### src/rtl/ssd_pkg.sv
// Shared constants and helpers for the seven-segment scan driver.
package ssd_pkg;

    localparam int unsigned SSD_DIGIT_W = 4;

    // Wide enough for the largest supported digit count; users slice to N_DIGITS.
    localparam logic [7:0] SSD_ANODE_OFF = 8'hFF;

    // Bits needed to hold values 0..value-1, never less than one.
    function automatic int unsigned clog2(input int unsigned value);
        int unsigned width;
        width = 1;
        for (int unsigned i = 1; i < 32; i++) begin
            if ((64'd1 << i) < 64'(value)) begin
                width = i + 1;
            end
        end
        return width;
    endfunction

endpackage

### src/rtl/ssd_refresh_tick.sv
// Free-running refresh prescaler: counts 0..REFRESH_DIV-1 while enabled, holds otherwise.
module ssd_refresh_tick
    import ssd_pkg::*;
#(
    parameter int unsigned REFRESH_DIV = 50000,
    parameter int unsigned CNT_W       = clog2(REFRESH_DIV)
) (
    input  logic             clk,
    input  logic             rst_n,
    input  logic             en,
    output logic             tick_c,
    output logic [CNT_W-1:0] count
);

    logic last_c;

    assign last_c = (count == CNT_W'(REFRESH_DIV - 1));
    assign tick_c = en && last_c;

    always_ff @(posedge clk or negedge rst_n) begin
        if (!rst_n) begin
            count <= '0;
        end else if (en) begin
            count <= last_c ? '0 : count + CNT_W'(1);
        end
    end

endmodule

### src/rtl/ssd_scan_mux.sv
// Time-multiplexed common-anode seven-segment scan driver.
// Optional anti-ghosting dead time at each slot start: define SSD_DEADTIME_EN.
module ssd_scan_mux
    import ssd_pkg::*;
#(
    parameter int unsigned N_DIGITS    = 4,
    parameter int unsigned REFRESH_DIV = 50000,
    parameter int unsigned DEAD_CYCLES = 2
) (
    input  logic                            clk,
    input  logic                            rst_n,
    input  logic                            en,
    input  logic [SSD_DIGIT_W*N_DIGITS-1:0] digits,
    input  logic [N_DIGITS-1:0]             dp_in,
    input  logic [N_DIGITS-1:0]             blank,
    output logic [N_DIGITS-1:0]             scan_ctl,
    output logic [SSD_DIGIT_W-1:0]          ssd_in,
    output logic                            dp_out,
    output logic                            frame_done
);

    localparam int unsigned IDX_W = clog2(N_DIGITS);
    localparam int unsigned CNT_W = clog2(REFRESH_DIV);

    logic                   tick_c;
    logic [CNT_W-1:0]       count;
    logic [IDX_W-1:0]       idx;
    logic                   last_idx_c;
    logic                   dead_c;
    logic [SSD_DIGIT_W-1:0] sel_digit_c;
    logic                   sel_dp_c;
    logic                   sel_blank_c;
    logic [N_DIGITS-1:0]    onecold_c;
    logic [N_DIGITS-1:0]    scan_nxt_c;

    ssd_refresh_tick #(
        .REFRESH_DIV (REFRESH_DIV),
        .CNT_W       (CNT_W)
    ) u_refresh_tick (
        .clk    (clk),
        .rst_n  (rst_n),
        .en     (en),
        .tick_c (tick_c),
        .count  (count)
    );

`ifdef SSD_DEADTIME_EN
    assign dead_c = (count < CNT_W'(DEAD_CYCLES));
`else
    logic unused_count;
    assign unused_count = ^count;
    assign dead_c       = 1'b0;
`endif

    assign last_idx_c = (idx == IDX_W'(N_DIGITS - 1));

    // Select the current digit; digit 0 drives the MSB anode enable.
    always_comb begin
        sel_digit_c = '0;
        sel_dp_c    = 1'b0;
        sel_blank_c = 1'b0;
        onecold_c   = SSD_ANODE_OFF[N_DIGITS-1:0];
        for (int unsigned k = 0; k < N_DIGITS; k++) begin
            if (idx == IDX_W'(k)) begin
                sel_digit_c                = digits[k*SSD_DIGIT_W +: SSD_DIGIT_W];
                sel_dp_c                   = dp_in[k];
                sel_blank_c                = blank[k];
                onecold_c[N_DIGITS-1-k]    = 1'b0;
            end
        end
    end

    always_comb begin
        scan_nxt_c = SSD_ANODE_OFF[N_DIGITS-1:0];
        if (en && !sel_blank_c && !dead_c) begin
            scan_nxt_c = onecold_c;
        end
    end

    always_ff @(posedge clk or negedge rst_n) begin
        if (!rst_n) begin
            idx        <= '0;
            scan_ctl   <= SSD_ANODE_OFF[N_DIGITS-1:0];
            ssd_in     <= '0;
            dp_out     <= 1'b0;
            frame_done <= 1'b0;
        end else begin
            if (tick_c) begin
                idx <= last_idx_c ? '0 : idx + IDX_W'(1);
            end
            scan_ctl   <= scan_nxt_c;
            ssd_in     <= sel_digit_c;
            dp_out     <= sel_dp_c;
            frame_done <= tick_c && last_idx_c;
        end
    end

endmodule

### config.mk
export PLATFORM = sky130hd
export DESIGN_NAME = ssd_scan_mux
export DESIGN_NICKNAME = d
export VERILOG_FILES = /design/src/rtl/ssd_pkg.sv /design/src/rtl/ssd_refresh_tick.sv /design/src/rtl/ssd_scan_mux.sv
export SDC_FILE = /design/constraint.sdc
export NUM_CORES = 1
export LEC_CHECK = 0
export ABC_AREA = 1
export CAP_MARGIN = 10
export CELL_PAD_IN_SITES_DETAIL_PLACEMENT = 0
export CELL_PAD_IN_SITES_GLOBAL_PLACEMENT = 1
export CORE_MARGIN = 2
export CORE_UTILIZATION = 51
export CTS_BUF_LIST = sky130_fd_sc_hd__clkbuf_2
export CTS_CLUSTER_SIZE = 25
export DETAILED_ROUTE_END_ITERATION = 7
export DONT_BUFFER_PORTS = 1
export PLACE_DENSITY_LB_ADDON = 0.1
export SLEW_MARGIN = 20
export SYNTH_ARGS = -nofsm -noshare
export SYNTH_HDL_FRONTEND = slang
export SYNTH_SLANG_ARGS = --single-unit
### constraint.sdc
create_clock -name clk -period 3.23 [get_ports clk]
set_clock_uncertainty 0.1 [all_clocks]
set_input_delay 0.1615 -clock clk [delete_from_list [all_inputs] [get_ports clk]]
set_output_delay 0.1615 -clock clk [all_outputs]
set_load 0.005 [all_outputs]
==> impl_metrics.csv, run 1 <==
group,metric,value,unit
outcome,status,"finished, final reports clean",
sta,layout_worst_path_cycle_share,62.60,%
place,dp_hpwl,2699,um
die,die_h,60.48,um
pwr,max-vdd-ir-drop,0.2864,mV
sta,fmax,494.6,MHz
sta,finalMaxSlewViolations,0,
hold_path,min-delay-start,"blank[0]",
sta,relSlewSlack,71.49,%
cts,clock_latency,0.36,ns
synth,ys_seq_area_share,43.38,%
setup_path,r2r_end,"dp_out",
hold_path,min_to,"scan_ctl[3]",
routing,vias_per_cell,5.306,
global_route,antenna_found_initial,0,
cts,cts_setup_buffers,0,
routing,drt_iter0_markers,67,
hold_path,hp-class,"input pin to flop",
cts,cts.sinks,28,
routing,route.detailed.drc,0,
sta,final_hold_viol_count,0,
place,gp_congestion,0.8242,
die,dieArea,3657,sq um
die,initial_core_util,53.28,%
die,io_pins,37,
setup_path,reg2reg_from,"idx[1]",
layout,n_antenna_cell,0,
die,fp.dieW,60.48,um
sta,finalCriticalPeriod,2.022,ns
synth,yosys_warnings,0,
cts,cts_tree,"done",
layout,layout-drive-gt1-share,11.01,%
synth,synth_area,1627,sq um
pwr,p_leak,0.8844,nW
setup_path,critPathMaxFanout,13,
setup_path,cp.arrival,2.24,ns
cts,cts_buffers,3,
sta,tightestPinTransition,0.4263,ns
sta,whs,0.02274,ns
sta,fin_setup_tns,0,ns
place,placed_area,1657,sq um
die,core_area,3053,sq um
global_route,grt_max_degree,29,
setup_path,path_class,"flop to flop",
global_route,grt.overflow.total,0,
synth,syn_nets,244,
layout,areaGrowthSynthToFinish,14.46,%
synth,syn_inst,212,
place,place_inst,252,
layout,fin_nets,260,
synth,synth-seq-cells,28,
setup_path,crit_path_start_kind,"flop",
setup_path,end_kind,"flop",
cts,clk_pin_slew_worst_paths,0.26,ns
pwr,power.density,447.3,nW/um^2
global_route,grtUsageTotal,21.96,%
synth,synth_cell_types,24,
sta,rsz0062_at_grt,"no",
setup_path,r2r_slack,1.21,ns
global_route,grt_pass1_vias,1305,
layout,final_cells,271,
routing,firstDrtPassIters,4,
cts,clockRootBuffer,"clkbuf_2",
job,cap_violations,0,
setup_path,required,3.45,ns
synth,synth_area_per_cell,7.672,sq um
routing,routed_wl,3718,um
routing,post_drt_wl_per_cell,13.72,um
setup_path,r2r_cells,7,
cts,cts_max_level,1,
place,portBuffers,0,
routing,detail-route-antenna-nets,0,
setup_path,critical_path.startpoint,"idx[1]",
die,fp-row-count,20,
hold_path,holdPathStages,4,
cts,clk_path_buf_depth,2,
layout,fin_area,1862,sq um
routing,detailroute.via_count,1438,
sta,finalSetupViolCount,0,
global_route,grt_pass1_wl,5989,um
timing repair:
action                                  CTS  global route
hold buffers                             15             0
hold endpoints to repair                 50             0
endpoints found under the setup margin    0             0
resized for setup                         0             0
sequential cells by signal, summed over array words and instances (netlist names):
register              count
u_refresh_tick.count     16
scan_ctl                  4
ssd_in                    4
idx                       2
dp_out                    1
frame_done                1
worst max-delay path, stage by stage (launching register included):
cell	delay [ns]
dfrtp_1	0.48
inv_1	0.09
ha_1	0.37
nand2_1	0.08
o21ai_0	0.09
nand2_1	0.07
a21oi_1	0.13
dlygate4sd3_1	0.57
cells by family (layout without fill, tap and decap cells):
logic type,after synthesis,count (layout),synth area share [%]
AOI/OAI and AO/OA,22,22,7.308
adders and majority gates,5,5,3.846
and+or+nand+nor,119,119,34.08
xor gates and xnor gates,6,6,3.231
buffers and inverters,32,47,8.154
DFF,28,28,43.38
power by group:
| part | internal [W] | switching, W | total [W] |
|---|---|---|---|
| registers | 0.000394 | 0.0000572 | 0.000451 |
| clock network | 0.000106 | 0.000107 | 0.000213 |
| logic | 0.0000635 | 0.000105 | 0.000169 |
| total | 0.000563 | 0.000269 | 0.000833 |
routing by layer:
metal | track usage [%] | up-vias | part of all wire, %
met1 | 31.43 | 672 | 47
met5 | 0 | - | 0
met4 | 9.006 | 0 | 2.7
met3 | 3.412 | 10 | 4.2
li1 | - | 712 | -
met2 | 33.23 | 44 | 46
cell usage in the layout, fill, tap and decap left out, types with 3 or more instances in the layout:
master,count
nand3_1,19
nand2_1,52
nand4_1,8
o21ai_0,8
dlygate4sd3_1,14
inv_1,24
nor3_1,3
xor2_1,6
dfrtp_1,24
a21oi_1,12
dfstp_2,4
nor2_4,3
ha_1,5
nor2_1,26
nand2_2,3
clkbuf_2,3
inv_2,3
layout make-up:
type                            count  area [sq um]
Inverter                           28         107.6
Multi-Input combinational cell    152         788.3
Clock inverter                      1         30.03
Clock buffer                        3         15.01
Tap cell                           44         55.05
Sequential cell                    28         705.7
Fill cell                         277          1191
Timing Repair Buffer               15         160.2
through the flow:
| step | worst slack, ns | total power [W] | utilization [%] |
|---|---|---|---|
| 2_1_floorplan | 1.865 | 0.0005641 | - |
| 3_5_place_dp | 1.581 | 0.0006000 | 54.26 |
| 6_report | 1.208 | 0.0008328 | 60.98 |
| 4_1_cts | 1.237 | 0.0008423 | 60.98 |
| 3_3_place_gp | 1.620 | 0.0005934 | 54.26 |
| 5_1_grt | 1.074 | 0.0008927 | 60.98 |
worst max path at each step:
stage | to | cells past startpoint | slack [ns]
detailed placement | scan_ctl[2] | 5 | 1.58
global placement | scan_ctl[2] | 5 | 1.62
global route | dp_out | 7 | 1.07
floorplan | scan_ctl[1] | 6 | 1.87
finish | dp_out | 7 | 1.21
CTS | ssd_in[1] | 7 | 1.24
synthesized netlist by cell type:
library cell,count,area (sq um)
xor2_1,6,52.55
nor2_2,2,12.51
nand4_1,8,50.05
nand3_2,2,20.02
buf_2,2,10.01
clkbuf_1,1,3.750
nand3_1,19,95.09
ha_1,5,62.56
nor2_1,26,97.59
nor2_4,3,33.78
inv_1,24,90.09
o211ai_1,1,7.510
inv_4,1,6.260
nor3_1,3,15.01
nor3_4,1,16.27
dfrtp_1,24,600.6
a21oi_1,12,60.06
nand2_1,52,195.2
dfstp_2,4,105.1
o21ai_0,8,40.04
o21bai_2,1,11.26
nand2_2,3,18.77
inv_2,3,11.26
buf_6,1,11.26
No activity file was read; power rests on OpenSTA's default activity.
==> inputs of run 2 (changes only) <==
CORE_UTILIZATION = 47   (was 51)
clock period = 2 ns   (was 3.23 ns; I/O delays follow)
==> impl_metrics.csv, run 2 (synthesis results as in run 1) <==
group,metric,value,unit
sta,tightestPinTransition,0.4494,ns
sta,relSlewSlack,69.94,%
layout,layout-drive-gt1-share,14.89,%
pwr,sequentialPowerShare,59.7,%
setup_path,end_kind,"flop",
setup_path,r2r_slack,0.08,ns
global_route,antenna_found_initial,0,
place,place_inst,254,
sta,finalSetupViolCount,0,
sta,timing.final.ws_setup,0.08341,ns
layout,reg.largest.list,"u_refresh_tick.count x16, scan_ctl x4, ssd_in x4",
global_route,grt_max_degree,29,
die,fp-row-count,21,
cts,cts.sinks,28,
sta,layout_worst_path_cycle_share,95.83,%
routing,firstDrtPassIters,4,
setup_path,cp.buffers_inverters,3,
sta,fin_setup_tns,0,ns
global_route,grt.overflow.total,0,
setup_path,required,2.18,ns
sta,fmax,521.8,MHz
place,dp_hpwl,2694,um
die,initial_core_util,48.74,%
layout,layout_common_cells,"52 x nand2_1, 26 x nor2_1, 24 x dfrtp_1",
layout,largest_reg_flops,16,
die,dieArea,3948,sq um
routing,drt_iter0_markers,66,
hold_path,hp-class,"input pin to asynchronous set/reset pin",
outcome,status,"finished, final reports clean",
global_route,grtUsageTotal,20.58,%
setup_path,cp.arrival,2.10,ns
layout,fillers,323,
routing,detailroute.via_count,1435,
sta,final_hold_viol_count,0,
setup_path,path_class,"flop to flop",
setup_path,r2r_cells,6,
setup_path,reg2reg_from,"idx[0]",
pwr,switchingPower,0.0004282,W
setup_path,critical_path.startpoint,"idx[0]",
place,placed_area,1659,sq um
layout,fin_area,1952,sq um
cts,cts_max_level,1,
global_route,grt_pass1_vias,1376,
sta,finalMaxSlewViolations,0,
cts,cts_tree,"done",
pwr,p_int,0.0007859,W
pwr,p_comb_share,22.8,%
sta,finalCriticalPeriod,1.917,ns
setup_path,cp_cell_sequence,"buf_4, ha_4, clkinvlp_4, nor2_1, a21oi_1, dlygate4sd3_1",
die,io_pins,37,
setup_path,crit_path_start_kind,"flop",
place,portBuffers,0,
pwr,power.density,622.0,nW/um^2
cts,cts_buffers,3,
pwr,power,0.001214,W
routing,vias_per_cell,5.107,
layout,final_cells,281,
die,core_area,3337,sq um
setup_path,worstSetupEndpoint,"dp_out",
die,die_h,62.83,um
pwr,p_leak,0.9079,nW
routing,routed_wl,3730,um
routing,post_drt_wl_per_cell,13.27,um
pwr,p_clk_share,17.5,%
layout,layout_commonest_cell,"nand2_1",
place,gp_congestion,0.8591,
setup_path,worst-path-stages,6,
routing,route.detailed.drc,0,
die,fp.dieW,62.83,um
setup_path,critPathMaxStageDelay,0.56,ns
setup_path,critPathSlowestCell,"dlygate4sd3_1",
routing,detail-route-antenna-nets,0,
pwr,p_sw_share,35.27,%
cts,clockRootBuffer,"clkbuf_2",
job,cap_violations,0,
place,dp_slack,0.3513,ns
layout,n_antenna_cell,0,
layout,areaGrowthSynthToFinish,20.00,%
setup_path,critPathTopFamily,"buffers and inverters",
pwr,max-vdd-ir-drop,0.3832,mV
cts,clk_path_buf_depth,2,
cts,clk_pin_slew_worst_paths,0.27,ns
setup_path,critPathMaxFanout,9,
cts,clock_latency,0.37,ns
layout,largest_register,"u_refresh_tick.count",
global_route,grt_pass1_wl,6513,um
setup_path,r2r_end,"dp_out",
layout,fin_nets,268,
## run 2: what timing repair did
item | 4_1_cts | 5_1_grt
endpoints found under the setup margin | 0 | 4
endpoints found under the hold margin | 53 | 0
resized for setup | 0 | 11
setup buffers | 0 | 4
hold buffers | 19 | 0
## run 2: metal layers
metal  global-route usage (%)  wire length (um)  up-vias
li1                         -                 -      724
met1                    29.29              1823      671
met2                    32.66              1717       34
met3                    2.703               134        6
met4                    6.111                55        0
met5                        0                 0        -
## run 2: layout make-up
class | count | area, sq um | area share [%]
Sequential cell | 28 | 705.7 | 36.15
Clock inverter | 1 | 3.754 | 0.1923
Tap cell | 46 | 57.56 | 2.949
Inverter | 28 | 111.4 | 5.705
Clock buffer | 3 | 15.01 | 0.7692
Timing Repair Buffer | 23 | 230.2 | 11.79
Multi-Input combinational cell | 152 | 828.3 | 42.44
## run 2: metrics by stage
step | utilization (%) | hold WS (ns)
2_1_floorplan | - | -0.2956
3_3_place_gp | 49.72 | -0.2950
3_5_place_dp | 49.72 | -0.2949
4_1_cts | 56.28 | 0.02210
5_1_grt | 58.49 | 0.006538
6_report | 58.49 | 0.02658
## run 2: power groups by stage
stage          logic (W)  clock network [W]  registers (W)
2_1_floorplan   0.000198                  0       0.000712
3_3_place_gp    0.000227                  0       0.000735
3_5_place_dp    0.000229                  0       0.000736
4_1_cts         0.000278           0.000220       0.000725
5_1_grt         0.000319           0.000242       0.000737
6_report        0.000277           0.000213       0.000725
## run 2: how the worst min path moves through the flow
stage / endpoint / slack (ns) / cells after the start
3_5_place_dp: u_refresh_tick.count[9] / -0.29 / 0
6_report: u_refresh_tick.count[10] / 0.03 / 2
5_1_grt: dp_out / 0.007 / 2
2_1_floorplan: dp_out / -0.30 / 0
4_1_cts: ssd_in[3] / 0.02 / 2
3_3_place_gp: u_refresh_tick.count[5] / -0.30 / 0
==> inputs of run 3 (changes only) <==
REMOVE_ABC_BUFFERS = 1   (was default)
SYNTH_HIERARCHICAL = 1   (was default)
==> impl_metrics.csv, run 3 <==
group,metric,value,unit
global_route,grt_pass1_wl,6092,um
routing,firstDrtPassIters,4,
cts,clock_latency,0.35,ns
layout,areaGrowthSynthToFinish,20.45,%
layout,n_antenna_cell,0,
setup_path,reg2reg_from,"idx[1]",
setup_path,critPathMaxStageDelay,0.57,ns
layout,final_util,58.54,%
routing,detailroute.via_count,1398,
synth,synth_edf_count,0,
synth,synthArstFlopShare,100.0,%
setup_path,crit_path_start_kind,"flop",
pwr,power.density,615.6,nW/um^2
outcome,status,"finished, final reports clean",
sta,fmax,514.4,MHz
place,dp_hpwl,2347,um
synth,synthFlopType,"dfrtp_1",
layout,fin_nets,273,
place,portBuffers,0,
sta,relSlewSlack,67.92,%
place,placed_area,1633,sq um
setup_path,r2r_cells,8,
sta,final_hold_viol_count,0,
synth,synth_top_area_share,37.33,%
synth,yosys_warnings,6,
routing,vias_per_cell,4.888,
setup_path,critPathMostFrequentCell,"nand2_1",
setup_path,required,2.19,ns
cts,clockRootBuffer,"clkbuf_2",
synth,synth_area_per_cell,7.554,sq um
layout,layout_common_cells,"59 x nand2_1, 31 x inv_1, 26 x dlygate4sd3_1",
sta,rsz0062_at_grt,"no",
layout,fin_area,1938,sq um
synth,ys_seq_area_share,43.86,%
cts,clk_pin_slew_worst_paths,0.26,ns
pwr,max-vdd-ir-drop,0.2834,mV
sta,layout_worst_path_cycle_share,97.20,%
synth,synth.area.top_cells,"dfrtp_1 37%, nand2_1 14%, inv_1 7.2%",
layout,layout-drive-gt1-share,12.08,%
layout,largest_register,"u_refresh_tick/count",
die,dieArea,3908,sq um
cts,cts.sinks,28,
cts,cts_tree,"done",
global_route,grtUsageTotal,19.21,%
setup_path,cp_cell_sequence,"inv_1, ha_2, inv_4, nand3_1, nand2_1, dlygate4sd3_1, nand2_1, nand2_1",
cts,cts_buffers,3,
setup_path,critPathMaxFanout,8,
hold_path,hp-class,"input pin to asynchronous set/reset pin",
global_route,grt.overflow.total,0,
pwr,p_leak,0.9981,nW
layout,largest_reg_flops,16,
synth,synth_area,1609,sq um
synth,synth-seq-cells,28,
cts,cts_setup_buffers,0,
global_route,grt_pass1_vias,1458,
setup_path,r2r_slack,0.06,ns
setup_path,end_kind,"flop",
die,die_h,62.51,um
setup_path,cp.arrival,2.13,ns
sta,tightestPinTransition,0.4813,ns
synth,synth_cell_types,25,
die,io_pins,37,
setup_path,r2r_end,"ssd_in[1]",
cts,cts_max_level,1,
global_route,grt_max_degree,29,
layout,layout_commonest_cell,"nand2_1",
routing,post_drt_wl_per_cell,12.51,um
die,fp.dieW,62.51,um
synth,synth_most_common_cell,"nand2_1",
synth,yosysTopAreaCell,"dfrtp_1",
global_route,antenna_found_initial,0,
cts,clk_path_buf_depth,2,
die,fp-row-count,21,
sta,finalCriticalPeriod,1.944,ns
setup_path,critPathSlowestCell,"dlygate4sd3_1",
synth,syn_inst,213,
die,core_area,3311,sq um
sta,fin_setup_tns,0,ns
synth,netlist_top_cells_count,"59 x nand2_1, 31 x inv_1, 24 x dfrtp_1",
routing,routed_wl,3577,um
die,initial_core_util,48.60,%
layout,reg.largest.list,"u_refresh_tick/count x16, scan_ctl x4, ssd_in x4",
sta,finalSetupViolCount,0,
job,cap_violations,0,
routing,route.detailed.drc,0,
setup_path,path_class,"flop to flop",
sta,finalMaxSlewViolations,0,
routing,drt_iter0_markers,41,
place,gp_congestion,0.7568,
routing,detail-route-antenna-nets,0,
[run 3: cell count changes after synthesis, moves of 4 or more]
cell	previous run	this run
nor2_2	2	7
nor2_1	26	20
o21ai_0	8	4
inv_1	24	31
nand2_1	52	59
nand4_1	8	0
[run 3: per-stage QoR]
| stage | worst slack, ns | power, W | cells | hold slack, ns |
|---|---|---|---|---|
| 2_1_floorplan | 0.5006 | 0.0008862 | 209 | -0.2956 |
| 3_3_place_gp | 0.3461 | 0.0009261 | 255 | -0.2949 |
| 3_5_place_dp | 0.2729 | 0.0009367 | 255 | -0.2947 |
| 4_1_cts | 0.02858 | 0.001200 | 286 | 0.01592 |
| 5_1_grt | 0.007994 | 0.001277 | 286 | 0.006251 |
| 6_report | 0.05591 | 0.001193 | 286 | 0.03304 |
[run 3: repair_timing]
item,4_1_cts,5_1_grt
endpoints found under the setup margin,0,1
resized for setup,0,3
endpoints found under the hold margin,51,0
hold buffers,27,0
[run 3: final cells by class]
| cell class | instances | area [sq um] |
|---|---|---|
| sequential | 28 | 706.9 |
| timing repair buffer | 27 | 280.3 |
| multi-input combinational | 147 | 744.5 |
| tap | 46 | 57.56 |
| fill | 321 | 1373 |
| inverter | 34 | 130.1 |
| clock buffer | 3 | 15.01 |
| clock inverter | 1 | 3.754 |
[run 3: kinds of logic after synthesis]
group                    count (synthesis)  synth area share, %
buffers and inverters                   38                10.19
AO/OA/AOI/OAI                           21                6.843
adder cells (fa/ha/maj)                  5                3.888
AND/OR/NAND/NOR                        115                31.96
flip-flops                              28                43.86
XOR/XNOR                                 6                3.266
[run 3: layer usage]
| layer | up-vias | routed length (um) | track usage (%) |
|---|---|---|---|
| li1 | 708 | - | - |
| met1 | 655 | 1532 | 21.23 |
| met2 | 31 | 1892 | 37.10 |
| met3 | 4 | 116 | 2.883 |
| met4 | 0 | 35 | 6.389 |
| met5 | - | 0 | 0 |
[run 3: how the worst max path moves through the flow]
stage / start / to / slack, ns / depth (start not counted)
4_1_cts: idx[0] / ssd_in[1] / 0.03 / 7
5_1_grt: idx[0] / ssd_in[1] / 0.008 / 7
3_3_place_gp: u_refresh_tick/count[0] / idx[0] / 0.35 / 8
6_report: idx[1] / ssd_in[1] / 0.06 / 8
2_1_floorplan: u_refresh_tick/count[0] / idx[0] / 0.50 / 8
3_5_place_dp: u_refresh_tick/count[1] / idx[0] / 0.27 / 8
[run 3: power breakdown]
group	internal [W]	switching, W
clock	0.0000434	0.000164
combinational	0.000124	0.000155
sequential	0.000632	0.0000748
[run 3: worst max-delay path: cells and delay by family, from the launching register on]
| kind | cells | cell delay, ns |
|---|---|---|
| simple gates | 4 | 0.27 |
| buf+inv | 3 | 0.74 |
| fa+ha+maj | 1 | 0.30 |
| flops | 1 | 0.46 |
